[config.mk]
export PLATFORM = sky130hd
export DESIGN_NAME = imem_loader
export DESIGN_NICKNAME = d
export VERILOG_FILES = /design/src/rtl/imem_pkg.sv /design/src/rtl/imem_loader.sv
export SDC_FILE = /design/constraint.sdc
export NUM_CORES = 1
export LEC_CHECK = 0
export CAP_MARGIN = 15
export CORE_ASPECT_RATIO = 2
export CORE_MARGIN = 2
export CORE_UTILIZATION = 55
export DETAILED_ROUTE_END_ITERATION = 12
export GPL_TIMING_DRIVEN = 0
export PLACE_DENSITY_LB_ADDON = 0.12
export SLEW_MARGIN = 10
export SYNTH_ARGS = -nofsm -noshare
export SYNTH_HDL_FRONTEND = slang
export SYNTH_SLANG_ARGS = --single-unit
export TNS_END_PERCENT = 30
[constraint.sdc]
create_clock -name clk -period 5.6 [get_ports clk]
set_clock_uncertainty 0.05 [all_clocks]
set_input_delay 1.4 -clock clk [delete_from_list [all_inputs] [get_ports clk]]
set_output_delay 1.4 -clock clk [all_outputs]
set_load 0.03 [all_outputs]
[src/rtl/imem_pkg.sv]
// Shared definitions for the instruction memory and its write-side loader.
//   IMEM_BYTES      : default instruction memory capacity in bytes
//   loader_state_t  : states of the framed-stream loader FSM
package imem_pkg;

  localparam int unsigned IMEM_BYTES = 128;

  typedef enum logic [2:0] {
    ST_IDLE   = 3'd0,
    ST_LEN_LO = 3'd1,
    ST_LEN_HI = 3'd2,
    ST_DATA   = 3'd3,
    ST_CSUM   = 3'd4,
    ST_DONE   = 3'd5,
    ST_ERR    = 3'd6
  } loader_state_t;

endpackage

[src/rtl/imem_loader.sv]
// imem_loader: accepts a framed byte stream (LEN_LO, LEN_HI, 4*LEN payload bytes, CSUM)
// and writes each payload byte into the byte-addressable imem, little-endian, starting at
// BASE_ADDR. The core is held in reset until a frame with a matching XOR checksum loads.
//
// Ports
//   clk, reset       clock (rising edge), asynchronous active-high reset
//   start            one-cycle pulse arming a new frame (ignored while a frame is active)
//   s_valid/s_data   stream byte in; s_ready out, transfer on s_valid && s_ready
//   mem_we/addr/wdata registered byte write port to imem
//   busy             frame in progress
//   done / err       sticky result of the last frame
//   words_loaded     complete 32-bit words written in the current/last frame
//   cpu_hold         core reset hold, released only after a successful load
//
// state   | meaning
// IDLE    | nothing loaded since reset
// LEN_LO  | waiting for length low byte
// LEN_HI  | waiting for length high byte, range check on handshake
// DATA    | writing payload bytes
// CSUM    | waiting for checksum byte
// DONE    | image loaded and verified, core released
// ERR     | frame rejected, core held
module imem_loader
  import imem_pkg::*;
#(
  parameter int unsigned MEM_BYTES = IMEM_BYTES,
  parameter logic [31:0] BASE_ADDR = 32'h0
) (
  input  logic        clk,
  input  logic        reset,
  input  logic        start,
  input  logic        s_valid,
  input  logic [7:0]  s_data,
  output logic        s_ready,
  output logic        mem_we,
  output logic [31:0] mem_addr,
  output logic [7:0]  mem_wdata,
  output logic        busy,
  output logic        done,
  output logic        err,
  output logic [15:0] words_loaded,
  output logic        cpu_hold
);

  localparam logic [17:0] MEM_BYTES_W = 18'(MEM_BYTES);

  loader_state_t state_q, state_d;
  logic [7:0]    len_lo_q;
  logic [17:0]   total_q;
  logic [17:0]   byte_cnt_q;
  logic [7:0]    acc_q;
  logic          mem_we_q;
  logic [31:0]   mem_addr_q;
  logic [7:0]    mem_wdata_q;
  logic [15:0]   words_q;

  logic          hs;
  logic          start_accept;
  logic [15:0]   len_full;
  logic [17:0]   len_bytes;
  logic          last_byte;

  // 4*LEN is formed at 18 bits so the largest LEN (0xFFFF) cannot wrap under the limit.
  assign len_full  = {s_data, len_lo_q};
  assign len_bytes = {len_full, 2'b00};
  assign last_byte = (byte_cnt_q == (total_q - 18'd1));
  assign hs        = s_valid && s_ready;
  assign start_accept = start &&
                        ((state_q == ST_IDLE) || (state_q == ST_DONE) || (state_q == ST_ERR));

  always_comb begin
    state_d = state_q;
    s_ready = 1'b0;
    unique case (state_q)
      ST_IDLE, ST_DONE, ST_ERR: begin
        if (start) state_d = ST_LEN_LO;
      end
      ST_LEN_LO: begin
        s_ready = 1'b1;
        if (s_valid) state_d = ST_LEN_HI;
      end
      ST_LEN_HI: begin
        s_ready = 1'b1;
        if (s_valid) begin
          if (len_bytes > MEM_BYTES_W) state_d = ST_ERR;
          else if (len_full == 16'd0)  state_d = ST_CSUM;
          else                         state_d = ST_DATA;
        end
      end
      ST_DATA: begin
        s_ready = 1'b1;
        if (s_valid && last_byte) state_d = ST_CSUM;
      end
      ST_CSUM: begin
        s_ready = 1'b1;
        if (s_valid) state_d = (s_data == acc_q) ? ST_DONE : ST_ERR;
      end
      default: state_d = ST_IDLE;
    endcase
  end

  always_ff @(posedge clk or posedge reset) begin
    if (reset) begin
      state_q     <= ST_IDLE;
      len_lo_q    <= 8'd0;
      total_q     <= 18'd0;
      byte_cnt_q  <= 18'd0;
      acc_q       <= 8'd0;
      mem_we_q    <= 1'b0;
      mem_addr_q  <= 32'd0;
      mem_wdata_q <= 8'd0;
      words_q     <= 16'd0;
    end else begin
      state_q  <= state_d;
      mem_we_q <= 1'b0;

      if (start_accept) begin
        words_q    <= 16'd0;
        byte_cnt_q <= 18'd0;
        acc_q      <= 8'd0;
      end

      if (hs && (state_q == ST_LEN_LO)) len_lo_q <= s_data;
      if (hs && (state_q == ST_LEN_HI)) total_q  <= len_bytes;

      if (hs && (state_q == ST_DATA)) begin
        mem_we_q    <= 1'b1;
        mem_addr_q  <= BASE_ADDR + {14'd0, byte_cnt_q};
        mem_wdata_q <= s_data;
        acc_q       <= acc_q ^ s_data;
        byte_cnt_q  <= byte_cnt_q + 18'd1;
        if (byte_cnt_q[1:0] == 2'd3) words_q <= words_q + 16'd1;
      end
    end
  end

  assign mem_we       = mem_we_q;
  assign mem_addr     = mem_addr_q;
  assign mem_wdata    = mem_wdata_q;
  assign words_loaded = words_q;
  assign busy         = s_ready;
  assign done         = (state_q == ST_DONE);
  assign err          = (state_q == ST_ERR);
  assign cpu_hold     = (state_q != ST_DONE);

endmodule

==> results.json, run 1 <==
{
  "run_status": "finished, final reports clean",
  "antennaDiodeCount": 0,
  "global_route_wire_length_before_repair_um": 20080,
  "setup.worst_path.class": "reg -> out",
  "synth-warning-count": 0,
  "overflow": 0,
  "count_of_flip_flops_with_a_built_in_enable_after_synthesis": 0,
  "crit_chain": "clkbuf_1, clkbuf_1, xnor2_1, buf_4, clkdlybuf4s50_1",
  "crit_path_start_kind": "register",
  "gp_weighted_congestion": 0.9235,
  "cp-end-kind": "output port",
  "h-tree-depth": 3,
  "drt-wirelength-per-cell_um": 16.94,
  "cts_buffers": 9,
  "fp.dieH_um": 139.5,
  "final_std_cell_area_no_fill_um2": 6172,
  "design.die.area_um2": 10010,
  "slew_violations": 0,
  "wl_um": 12350,
  "area_added_between_synthesis_and_finish_pct": 22.26,
  "yosysMostFrequentCell": "sky130_fd_sc_hd__nand2_1",
  "place.port_buffers": 58,
  "cts_max_path_buffers": 2,
  "finalCriticalPeriod_ns": 3.656,
  "routed-wl-met3_um": 423,
  "drt_drc_violations_left": 0,
  "max_slew_margin_pct": 47.38,
  "grt_setup_unrepaired": "no",
  "clkSlewWorstSetupHoldPaths_ns": 0.06,
  "total_length_of_routed_met2_wires_um": 6688,
  "top_signal_layer_used": "met4",
  "ant_nets": 0,
  "post_synth_main_area_contributors": "sky130_fd_sc_hd__dfrtp_1 (48%), sky130_fd_sc_hd__nand2_1 (8.3%), sky130_fd_sc_hd__mux2_2 (5.1%)",
  "place_hpwl_um": 9314,
  "antenna_found_initial": 0,
  "first_global_vias": 4093,
  "count_of_cell_types_in_the_netlist": 58,
  "max_freq_ghz": 0.2735,
  "synthArstFlopShare_pct": 100.0,
  "dpl.cell_count": 713,
  "power_density_nw_per_um2": 446.1,
  "core_area_um2": 8951,
  "report.final.setup_viol": 0,
  "cap_viol_max_count": 0,
  "route.vias.total": 4163,
  "root_buffer": "sky130_fd_sc_hd__clkbuf_16",
  "postSynthCellCount": 538,
  "crit_slowest_cell": "sky130_fd_sc_hd__clkdlybuf4s50_1",
  "placedInstanceArea_um2": 5843,
  "mean_cell_area_of_the_mapped_netlist_um2": 9.384,
  "hold_violations": 0,
  "floorplan.die.width_um": 71.75,
  "finalCritPeriodShare_pct": 65.29,
  "synth_top_area_cell": "sky130_fd_sc_hd__dfrtp_1",
  "drive_gt1_share_pct": 11.48,
  "holdBufCountCts": 0,
  "synth_top_flop_cell": "sky130_fd_sc_hd__dfrtp_1",
  "firstDrtPassIters": 4,
  "slowest_delay_ns": 0.65,
  "postCtsSetupBuffers": 0,
  "top_level_ports": 74,
  "global_route.usage.total_pct": 25.95,
  "commonest_cells_post_synth": "sky130_fd_sc_hd__nand2_1 (112), sky130_fd_sc_hd__dfrtp_1 (96), sky130_fd_sc_hd__o21ai_0 (40)",
  "clkSinkCount": 96,
  "post-synth-top-area-fraction_pct": 47.58,
  "num-nets-final": 637,
  "timing.critical_path.required_ns": 4.15,
  "vdd_drop_max_v": 0.0002179,
  "critical_path.most_common_cell": "sky130_fd_sc_hd__clkbuf_1",
  "number_of_gates_resized_after_cts": 0,
  "worstPathMaxFanout": 10,
  "synth-seq-cells": 96,
  "dr.first_iter.drc_count": 308,
  "setup_tns_ns": 0,
  "floorplan.rows": 49,
  "start_util_pct": 56.40,
  "final_cell_count_no_fill": 729,
  "vias_per_cell": 5.711,
  "p_leak_nw": 2.741,
  "ys_seq_area_share_pct": 47.58,
  "wl_met1_um": 4585,
  "synth.cell_area_um2": 5049,
  "grt_max_degree": 61,
  "least_margin_pin_slew_ns": 0.7833,
  "worst-endpoint-arrival_ns": 2.21,
  "clk_latency_ns": 0.34,
  "clock_tree_from_tritoncts": "built",
  "hp-class": "reg -> reg"
}
[flip-flops by register name, indices dropped and copies added, names as in the netlist]
name          flops
byte_cnt_q       18
total_q          16
len_lo_q          8
mem_wdata         8
acc_q             8
mem_addr         18
words_loaded     16
mem_we            1
state_q           3
[worst paths after layout]
path                       slack, ns  cells past startpoint               to        start
max                             1.94                      5          s_ready   state_q[2]
min                             0.43                      2      mem_addr[8]  mem_addr[8]
max reg2reg                     2.64                      7       state_q[2]   total_q[2]
min reg2reg                     0.43                      2      mem_addr[8]  mem_addr[8]
max in group asynchronous       3.46                      3      total_q[11]        reset
min in group asynchronous       1.39                      2  words_loaded[5]        reset
[cells by family after synthesis]
| group | share of synthesized area (%) |
|---|---|
| other cells | 0.07428 |
| flops | 47.58 |
| buf+inv | 5.056 |
| simple gates | 25.20 |
| fa+ha+maj | 0.7436 |
| mux | 6.915 |
| xor+xnor | 5.551 |
| compound gates | 8.873 |
[layout make-up]
cell class	count	area (um^2)
Multi-Input combinational cell	406	2440
Sequential cell	96	2402
Timing Repair Buffer	60	615.6
Clock buffer	10	239.0
Clock inverter	6	90.09
Buffer	42	229.0
Inverter	7	28.78
Fill cell	721	2779
Tap cell	102	127.6
[critical path: cells and delay by family, from the launching register on]
| family | cells | cell delay (ns) |
|---|---|---|
| flip-flops | 1 | 0.32 |
| buffers and inverters | 4 | 1.36 |
| XOR/XNOR | 1 | 0.18 |
[where the power goes]
group / switching [mW] / leakage [nW] / internal [mW]
Clock: 0.261 / 0.159 / 0.406
Combinational: 0.611 / 1.31 / 0.456
Sequential: 0.169 / 1.27 / 0.850
Total: 1.04 / 2.74 / 1.71
[per-stage QoR]
step,power [mW],util (%),worst slack [ns],hold slack (ns)
6_report,2.753,68.95,1.944,0.4282
5_1_grt,2.901,68.95,1.769,0.4444
4_1_cts,2.761,68.95,1.917,0.4308
3_5_place_dp,2.090,65.28,1.937,0.4126
3_3_place_gp,2.044,64.86,0.2941,0.4092
2_1_floorplan,1.760,-,1.645,0.4097
[per-layer routing]
metal | global-route usage, % | vias up
li1 | - | 1995
met1 | 27.90 | 2008
met2 | 47.03 | 124
met3 | 3.476 | 36
met4 | 14.70 | 0
met5 | 0 | -
[placed cells by master, fill, tap and decap left out, types with 5 or more instances in the layout]
| cell | n |
|---|---|
| sky130_fd_sc_hd__a21oi_1 | 8 |
| sky130_fd_sc_hd__buf_4 | 16 |
| sky130_fd_sc_hd__clkbuf_1 | 24 |
| sky130_fd_sc_hd__clkbuf_16 | 9 |
| sky130_fd_sc_hd__clkdlybuf4s50_1 | 58 |
| sky130_fd_sc_hd__conb_1 | 14 |
| sky130_fd_sc_hd__dfrtp_1 | 96 |
| sky130_fd_sc_hd__inv_1 | 5 |
| sky130_fd_sc_hd__mux2_2 | 23 |
| sky130_fd_sc_hd__mux2i_1 | 9 |
| sky130_fd_sc_hd__nand2_1 | 112 |
| sky130_fd_sc_hd__nand2b_1 | 7 |
| sky130_fd_sc_hd__nand3_1 | 31 |
| sky130_fd_sc_hd__nand4_1 | 12 |
| sky130_fd_sc_hd__nor2_1 | 35 |
| sky130_fd_sc_hd__nor3_1 | 10 |
| sky130_fd_sc_hd__o21ai_0 | 40 |
| sky130_fd_sc_hd__xnor2_1 | 20 |
| sky130_fd_sc_hd__xor2_1 | 12 |
(Power assumes the default switching activity.)
==> inputs of run 2 (changes only) <==
CORE_UTILIZATION = 49   (was 55)
clock period = 3.13 ns   (was 5.6 ns; I/O delays follow)
==> run 2 against run 1 <==
  * Combinational power is 79% higher
  * First-iteration DRC count is 19% lower
  * Final cell count is 4.7% higher
  * Worst setup slack worse by 1.8 ns
  * Die area is 12% higher
  * Power is 81% higher
  * Worst hold slack worse by 0.0055 ns
  * Critical path type is now reg -> reg
==> results.json, run 2 (synthesized netlist as in run 1, its figures left out) <==
{
  "grt_setup_unrepaired": "yes",
  "design.die.area_um2": 11180,
  "slew_violations": 0,
  "finalCritPeriodShare_pct": 96.64,
  "global_route_wire_length_before_repair_um": 19900,
  "crit_path_start_kind": "register",
  "power_density_nw_per_um2": 799.8,
  "worst-path-buf-inv": 0,
  "vias_per_cell": 5.452,
  "cts_max_path_buffers": 2,
  "timing.critical_path.required_ns": 3.28,
  "root_buffer": "sky130_fd_sc_hd__clkbuf_16",
  "cp-end-kind": "register",
  "cap_viol_max_count": 0,
  "slowest_delay_ns": 0.63,
  "drt-wirelength-per-cell_um": 16.49,
  "max_slew_margin_pct": 46.70,
  "finalCriticalPeriod_ns": 3.025,
  "max_freq_ghz": 0.3306,
  "report.final.setup_viol": 0,
  "cts_buffers": 9,
  "vdd_drop_max_v": 0.0004379,
  "grt_max_degree": 36,
  "crit_chain": "nor3_1, nand2_1, or4b_2, a31oi_1, o221ai_1, nor4_4, o21ai_1",
  "first_global_vias": 4095,
  "hold_violations": 0,
  "global_route.usage.total_pct": 23.83,
  "floorplan.rows": 52,
  "fp.dieH_um": 147.6,
  "hp-class": "reg -> reg",
  "wl_um": 12580,
  "drive_gt1_share_pct": 11.78,
  "h-tree-depth": 3,
  "top_signal_layer_used": "met4",
  "clock_tree_from_tritoncts": "built",
  "floorplan.die.width_um": 75.78,
  "antennaDiodeCount": 0,
  "place.port_buffers": 58,
  "routed-wl-met3_um": 391,
  "mostFrequentLayoutCell": "sky130_fd_sc_hd__nand2_1",
  "route.vias.total": 4160,
  "top_level_ports": 74,
  "num-nets-final": 638,
  "clkSlewWorstSetupHoldPaths_ns": 0.07,
  "final_cell_mix": "sky130_fd_sc_hd__nand2_1 (112), sky130_fd_sc_hd__dfrtp_1 (96), sky130_fd_sc_hd__clkdlybuf4s50_1 (58)",
  "ant_nets": 0,
  "drt_drc_violations_left": 0,
  "wl_met1_um": 4782,
  "crit_slowest_cell": "sky130_fd_sc_hd__or4b_2",
  "holdBufCountCts": 0,
  "firstDrtPassIters": 4,
  "cell_family_contributing_the_most_delay_on_the_critical_path": "simple AND/OR/NAND/NOR gates",
  "clkSinkCount": 96,
  "antenna_found_initial": 0,
  "postCtsSetupBuffers": 0,
  "number_of_gates_resized_after_cts": 0,
  "run_status": "finished, final reports clean",
  "setup.worst_path.class": "reg -> reg",
  "core_area_um2": 10080,
  "area_added_between_synthesis_and_finish_pct": 23.64,
  "final_core_util_pct": 61.90,
  "total_length_of_routed_met2_wires_um": 6964,
  "place_hpwl_um": 9534,
  "worstPathMaxFanout": 6,
  "dr.first_iter.drc_count": 249,
  "p_leak_nw": 2.757,
  "gp_weighted_congestion": 0.8184,
  "worst-endpoint-arrival_ns": 3.17,
  "clk_latency_ns": 0.34,
  "start_util_pct": 50.06,
  "overflow": 0,
  "least_margin_pin_slew_ns": 0.7978,
  "post-layout-total-power_mw": 4.992
}
==> run 2: path summary, 6_finish.rpt <==
path / endpoint / from / cells past startpoint / slack (ns)
worst max-delay path: state_q[0] / total_q[2] / 7 / 0.11
worst min-delay path: mem_wdata[0] / mem_wdata[0] / 2 / 0.42
worst max register to register: state_q[0] / total_q[2] / 7 / 0.11
worst min register to register: mem_wdata[0] / mem_wdata[0] / 2 / 0.42
max in group asynchronous: words_loaded[9] / reset / 4 / 1.31
min in group asynchronous: len_lo_q[2] / reset / 2 / 0.87
==> run 2: final cells by class <==
cell class                      instances  area (um^2)
Fill cell                             888         3842
Clock buffer                            9        225.2
Multi-Input combinational cell        406         2440
Clock inverter                          7        117.6
Sequential cell                        96         2402
Buffer                                 42        230.2
Inverter                                7        30.03
Timing Repair Buffer                   61        628.1
Tap cell                              135        168.9
==> run 2: power breakdown <==
part	switching, mW	internal, mW	leakage (nW)
clock network	0.475	0.782	0.170
registers	0.305	1.52	1.27
logic	1.09	0.818	1.31
total	1.87	3.12	2.76
==> run 2: layer usage <==
metal  GRT usage, %  up-vias
met5              0        -
met2          42.54       87
met4          10.88        0
li1               -     2010
met1          25.80     2033
met3          4.567       30
==> run 2: worst register-to-register path, cell delays in order, from the launching register on <==
cell and delay [ns]:
sky130_fd_sc_hd__dfrtp_1 0.46, sky130_fd_sc_hd__nor3_1 0.62, sky130_fd_sc_hd__nand2_1 0.15, sky130_fd_sc_hd__or4b_2 0.63
sky130_fd_sc_hd__a31oi_1 0.23, sky130_fd_sc_hd__o221ai_1 0.24, sky130_fd_sc_hd__nor4_4 0.38, sky130_fd_sc_hd__o21ai_1 0.11
==> run 2: metrics by stage <==
step | instance area (um^2) | std cells | TNS, ns | worst slack, ns | hold WS [ns]
floorplan | 5101 | 551 | 0 | 0.4665 | 0.4097
global placement | 5851 | 744 | 0 | 0.02240 | 0.4102
detailed placement | 5898 | 747 | 0 | 0.09219 | 0.4116
CTS | 6241 | 763 | 0 | 0.03367 | 0.4301
global route | 6242 | 763 | -0.01150 | -0.01150 | 0.4485
finish | 6242 | 763 | 0 | 0.1052 | 0.4226
==> inputs of run 3 (changes only) <==
GPL_ROUTABILITY_DRIVEN = 0   (was not set)
==> results of run 3 <==
The final DEF is identical to that of run 2; final timing and power are the same.
==> patch 1, RTL diff (flow settings as in run 3) <==
Re-encode `loader_state_t` (7 states) as one-hot, 7 bits wide.
--- a/src/rtl/imem_pkg.sv
+++ b/src/rtl/imem_pkg.sv
@@ -6,12 +6,12 @@
   localparam int unsigned IMEM_BYTES = 128;
 
-  typedef enum logic [2:0] {
-    ST_IDLE   = 3'd0,
-    ST_LEN_LO = 3'd1,
-    ST_LEN_HI = 3'd2,
-    ST_DATA   = 3'd3,
-    ST_CSUM   = 3'd4,
-    ST_DONE   = 3'd5,
-    ST_ERR    = 3'd6
+  typedef enum logic [6:0] {
+    ST_IDLE   = 7'b0000001,
+    ST_LEN_LO = 7'b0000010,
+    ST_LEN_HI = 7'b0000100,
+    ST_DATA   = 7'b0001000,
+    ST_CSUM   = 7'b0010000,
+    ST_DONE   = 7'b0100000,
+    ST_ERR    = 7'b1000000
   } loader_state_t;
 
Function: no difference found for any inputs over 10 cycles, from zero or initial values and one cycle with reset high; not proved beyond that.
==> patch 1 against run 3 <==
  * Design area is 0.30% higher
  * Global-route usage is 1.4 points lower
  * Routed wire length is 3.4% lower
  * Worst setup slack worse by 13 ps
  * Power is 12% lower
  * Sequential cell count is 4 higher
  * Area after synthesis is 1.6% higher
  * First-iteration DRC count is 21% lower
  * Fmax is 0.43% lower
  * Largest cell class is now flip-flops and latches
==> patch 1: results (changes against run 3) <==
Detailed routing
  – Final WL: 12150 microns (-3.4%)
  – First-iteration detailed-routing DRC count: 197 (-21%)

Synth
  – Synth top cells by count: nand2_1, dfrtp_1, nor2_1, o21ai_0, nand3_1
  – Synth area leaders: dfrtp_1, nand2_1, mux2_2
  – Xor-xnor portion of the synthesized cell area: 6.146% (+0.59 points)
  – Post-synthesis compound-gate area fraction: 9.463% (+0.59 points)
  – Distinct cells, synth: 57 (-1.7%)
  – Register area share after synthesis: 48.80% (+1.2 points)
  – Average cell area after synthesis: 9.395 sq um (+0.12%)

Power and ir drop
  – P_sw: 1597 uW (-15%)
  – P_leak: 0.002882 uW (+4.5%)
  – Sequential share of power: 39.3% (+2.7 points)
  – Total power: 4407 uW (-12%)
  – Peak VDD IR: 519.4 uV (+19%)

Place
  – Dpl cells: 754 (+0.94%)
  – Dpl cell area: 5972 sq um (+1.3%)
  – Final HPWL from detailed placement: 9365 microns (-1.8%)
  – Setup WS pre-CTS: -98.23 ps (-190.4 ps)

Clocking
  – Post-CTS sizing: 7 (+7)

Layout
  – Fill cells: 924 (+4.1%)
  – Nets: 643 (+0.78%)

Worst setup path
  – Worst-path fanout max: 8 (+2)

GRT
  – Largest net degree at the start of global routing: 39 (+8.3%)
  – Total Routing Usage GR: 22.39% (-1.4 points)
  – First-pass GRT wire length: 20020 microns (+0.59%)

Status
  – Status: complete, no violations

Timing
  – Least-Margin Pin Slew: 665.9 ps (-131.9 ps)
-- patch 1: final cells by class --
class                      count  area, sq um  area share, %
clock inverter                 6        65.06          1.039
sequential                   100         2505          40.01
inverter                      13        52.55         0.8393
tap                          135        168.9          2.698
clock buffer                  10        229.0          3.657
multi-input combinational    407         2427          38.77
buffer                        37        197.7          3.157
timing repair buffer          60        615.6          9.832
-- patch 1: worst paths after layout --
check	end	slack [ps]	cells after the start
max in group asynchronous	total_q[2]$_DFFE_PP0P_	1340	4
min in group asynchronous	words_loaded[5]$_DFF_PP0_	820	2
worst max-delay path	done	90	5
worst max register to register	state_q[6]$_DFFE_PP0P_	150	11
worst min register to register	mem_addr[11]$_DFFE_PP0P_	410	2
worst min-delay path	mem_addr[11]$_DFFE_PP0P_	410	2
-- patch 1: layer usage --
layer / routed length (microns) / track usage (%)
met3: 389 / 3.883
met1: 4450 / 23.24
met4: 456 / 11.64
met2: 6855 / 42.35
met5: 0 / 0
==> patch 2, RTL diff (settings of run 3) <==
Made on the original files. Put a register stage on the output `err`, cleared by the reset. The value now appears one clock later. The other outputs are not delayed to match.
--- a/src/rtl/imem_loader.sv
+++ b/src/rtl/imem_loader.sv
@@ -141,5 +141,11 @@
   assign busy         = s_ready;
   assign done         = (state_q == ST_DONE);
-  assign err          = (state_q == ST_ERR);
+  always_ff @(posedge clk or posedge reset) begin
+    if (reset) begin
+      err <= '0;
+    end else begin
+      err <= (state_q == ST_ERR);
+    end
+  end
   assign cpu_hold     = (state_q != ST_DONE);
 
Behaviour: not the same (Yosys sat finds a counterexample within 4 cycles, from zero or initial values and one cycle with reset high).
==> patch 2 against run 3 <==
  * Worst setup slack improved by 31 ps
  * Routed wire length fell by 2.7%
  * Design area fell by 3.3%
  * Power fell by 4.1%
  * Clock power fell by 13%
  * Area after synthesis fell by 3.2%
  * Sequential cell count rose by 1
  * Critical path depth rose by 1
  * Core utilization rose by 0.33 points
  * Fmax rose by 1.0%
  * Count of clock-buffer cells in the layout rose by 1
  * Critical endpoint is now state_q[2]$_DFFE_PP0P_
==> patch 2: results (changes against run 3) <==
Synth
  – Post-synthesis adder-cell area fraction: 0.9731% (+0.23 points)
  – Distinct cells, synth: 54 (-6.9%)
  – YS warnings: 0 (unchanged)
  – Multiplexer area fraction after synthesis: 5.480% (-1.4 points)
  – Synth top cells by count: nand2_1, dfrtp_1, o21ai_0
  – Register area share after synthesis: 49.68% (+2.1 points)
  – Xor-xnor portion of the synthesized cell area: 6.095% (+0.54 points)
  – Synth Instances: 524 (-2.6%)
  – Synth area leaders: dfrtp_1, nand2_1, o21ai_0
  – Post-synthesis compound-gate area fraction: 9.373% (+0.50 points)

Place
  – Port Buffers: 58 (unchanged)
  – Final HPWL from detailed placement: 9090 microns (-4.7%)
  – Setup WS pre-CTS: 24.69 ps (-67.51 ps)
  – Dpl cells: 729 (-2.4%)

Layout
  – Fill cells: 888 (unchanged)
  – Antenna diode count: 0 (unchanged)
  – Share of cells above drive strength 1: 11.07% (-0.71 points)
  – Nets: 624 (-2.2%)

Status
  – Status: complete, no violations

Worst setup path
  – Worst-path fanout max: 5 (-1)
  – Setup CP Type: reg -> reg
  – Internal reg-to-reg setup slack: 140 ps (+30 ps)
  – CP max stage cell: or4b_2
  – CP endpoint: state_q[2]$_DFFE_PP0P_
  – R2r startpoint: total_q[2]$_DFFE_PP0P_
  – FF-to-FF path depth: 8 (+1)
  – Critical path's largest stage delay: 680 ps (+50 ps)
  – Top delay family on crit path: simple AND/OR/NAND/NOR gates

Clocking
  – Clock Tree Buf Depth: 2 (unchanged)
  – Root Buffer Master: clkbuf_16
  – Post-CTS setup buffer count: 0 (unchanged)

Detailed routing
  – Routed vias/inst: 5.432 (-0.38%)
  – DR WL/cell: 16.42 microns (-0.44%)
  – First-iteration detailed-routing DRC count: 246 (-1.2%)
  – Final WL: 12250 microns (-2.7%)

GRT
  – Largest net degree at the start of global routing: 40 (+11%)
  – First-pass GRT wire length: 19820 microns (-0.42%)
  – Total Routing Usage GR: 24.12% (+0.29 points)
  – Vias in the first global route: 4061 (-0.83%)

Timing
  – Relative max-transition margin: 47.22% (+0.52 points)
  – Final setup viols: 0 (unchanged)
  – Final min period: 2994 ps (-30.67 ps)

Min path
  – Hold_sp: mem_addr[4]$_DFFE_PP0P_
  – Worst min-delay path class: reg -> reg
  – Hold EP: mem_addr[4]$_DFFE_PP0P_
  – Worst Hold Depth: 2 (unchanged)

Power and ir drop
  – P_leak: 0.002674 uW (-3.0%)
  – Peak VDD IR: 435.7 uV (-0.52%)
## patch 2: changes by cell type after synthesis, moves of 4 or more
cell / change
and3_1: +5
clkbuf_1: -4
mux2i_1: -7
nor2_1: -6
nor3_1: -4
o21ai_0: +10
or2_2: +4
or3_1: +5
## patch 2: timing repair
item                                   in CTS  in global routing
endpoints found under the hold margin       0                  0
pin swaps                                   0                  1
setup endpoints to repair                   1                  3
hold buffers                                0                  0
resized for setup                           1                  2
## patch 2: metrics by stage
stage / total power [uW] / instance area (sq um) / hold WS [ps]
2_1_floorplan: 3105 / 4938 / 409.7
3_3_place_gp: 3636 / 5684 / 411.0
3_5_place_dp: 3699 / 5724 / 412.8
4_1_cts: 4798 / 6020 / 429.3
5_1_grt: 5070 / 6036 / 459.8
6_report: 4789 / 6036 / 424.5
## patch 2: power breakdown
group          internal, uW  switching (uW)  total, uW
clock                   622             475       1100
combinational           781            1040       1820
sequential             1570             304       1870
total                  2970            1820       4790
## patch 2: layer usage
metal | up-vias | track usage (%) | wire [microns]
li1 | 1951 | - | -
met1 | 1981 | 27.11 | 4646
met2 | 90 | 43.05 | 6626
met3 | 30 | 2.708 | 414
met4 | 0 | 11.70 | 561
met5 | - | 0 | 0
## patch 2: worst min-delay path, stage by stage, from the launching register on
cell and delay (ps):
dfrtp_1 340, nand2_1 50, nand2_1 50
## patch 2: final cells by class
type / instances / share of cell area (%)
repair buffers: 61 / 10.39
plain buffers: 36 / 3.192
flip-flops and latches: 97 / 40.22
clock buffers: 10 / 3.794
inverters: 9 / 0.6219
clock inverters: 6 / 1.119
multi-input cells: 395 / 37.94
well taps: 132 / 2.736
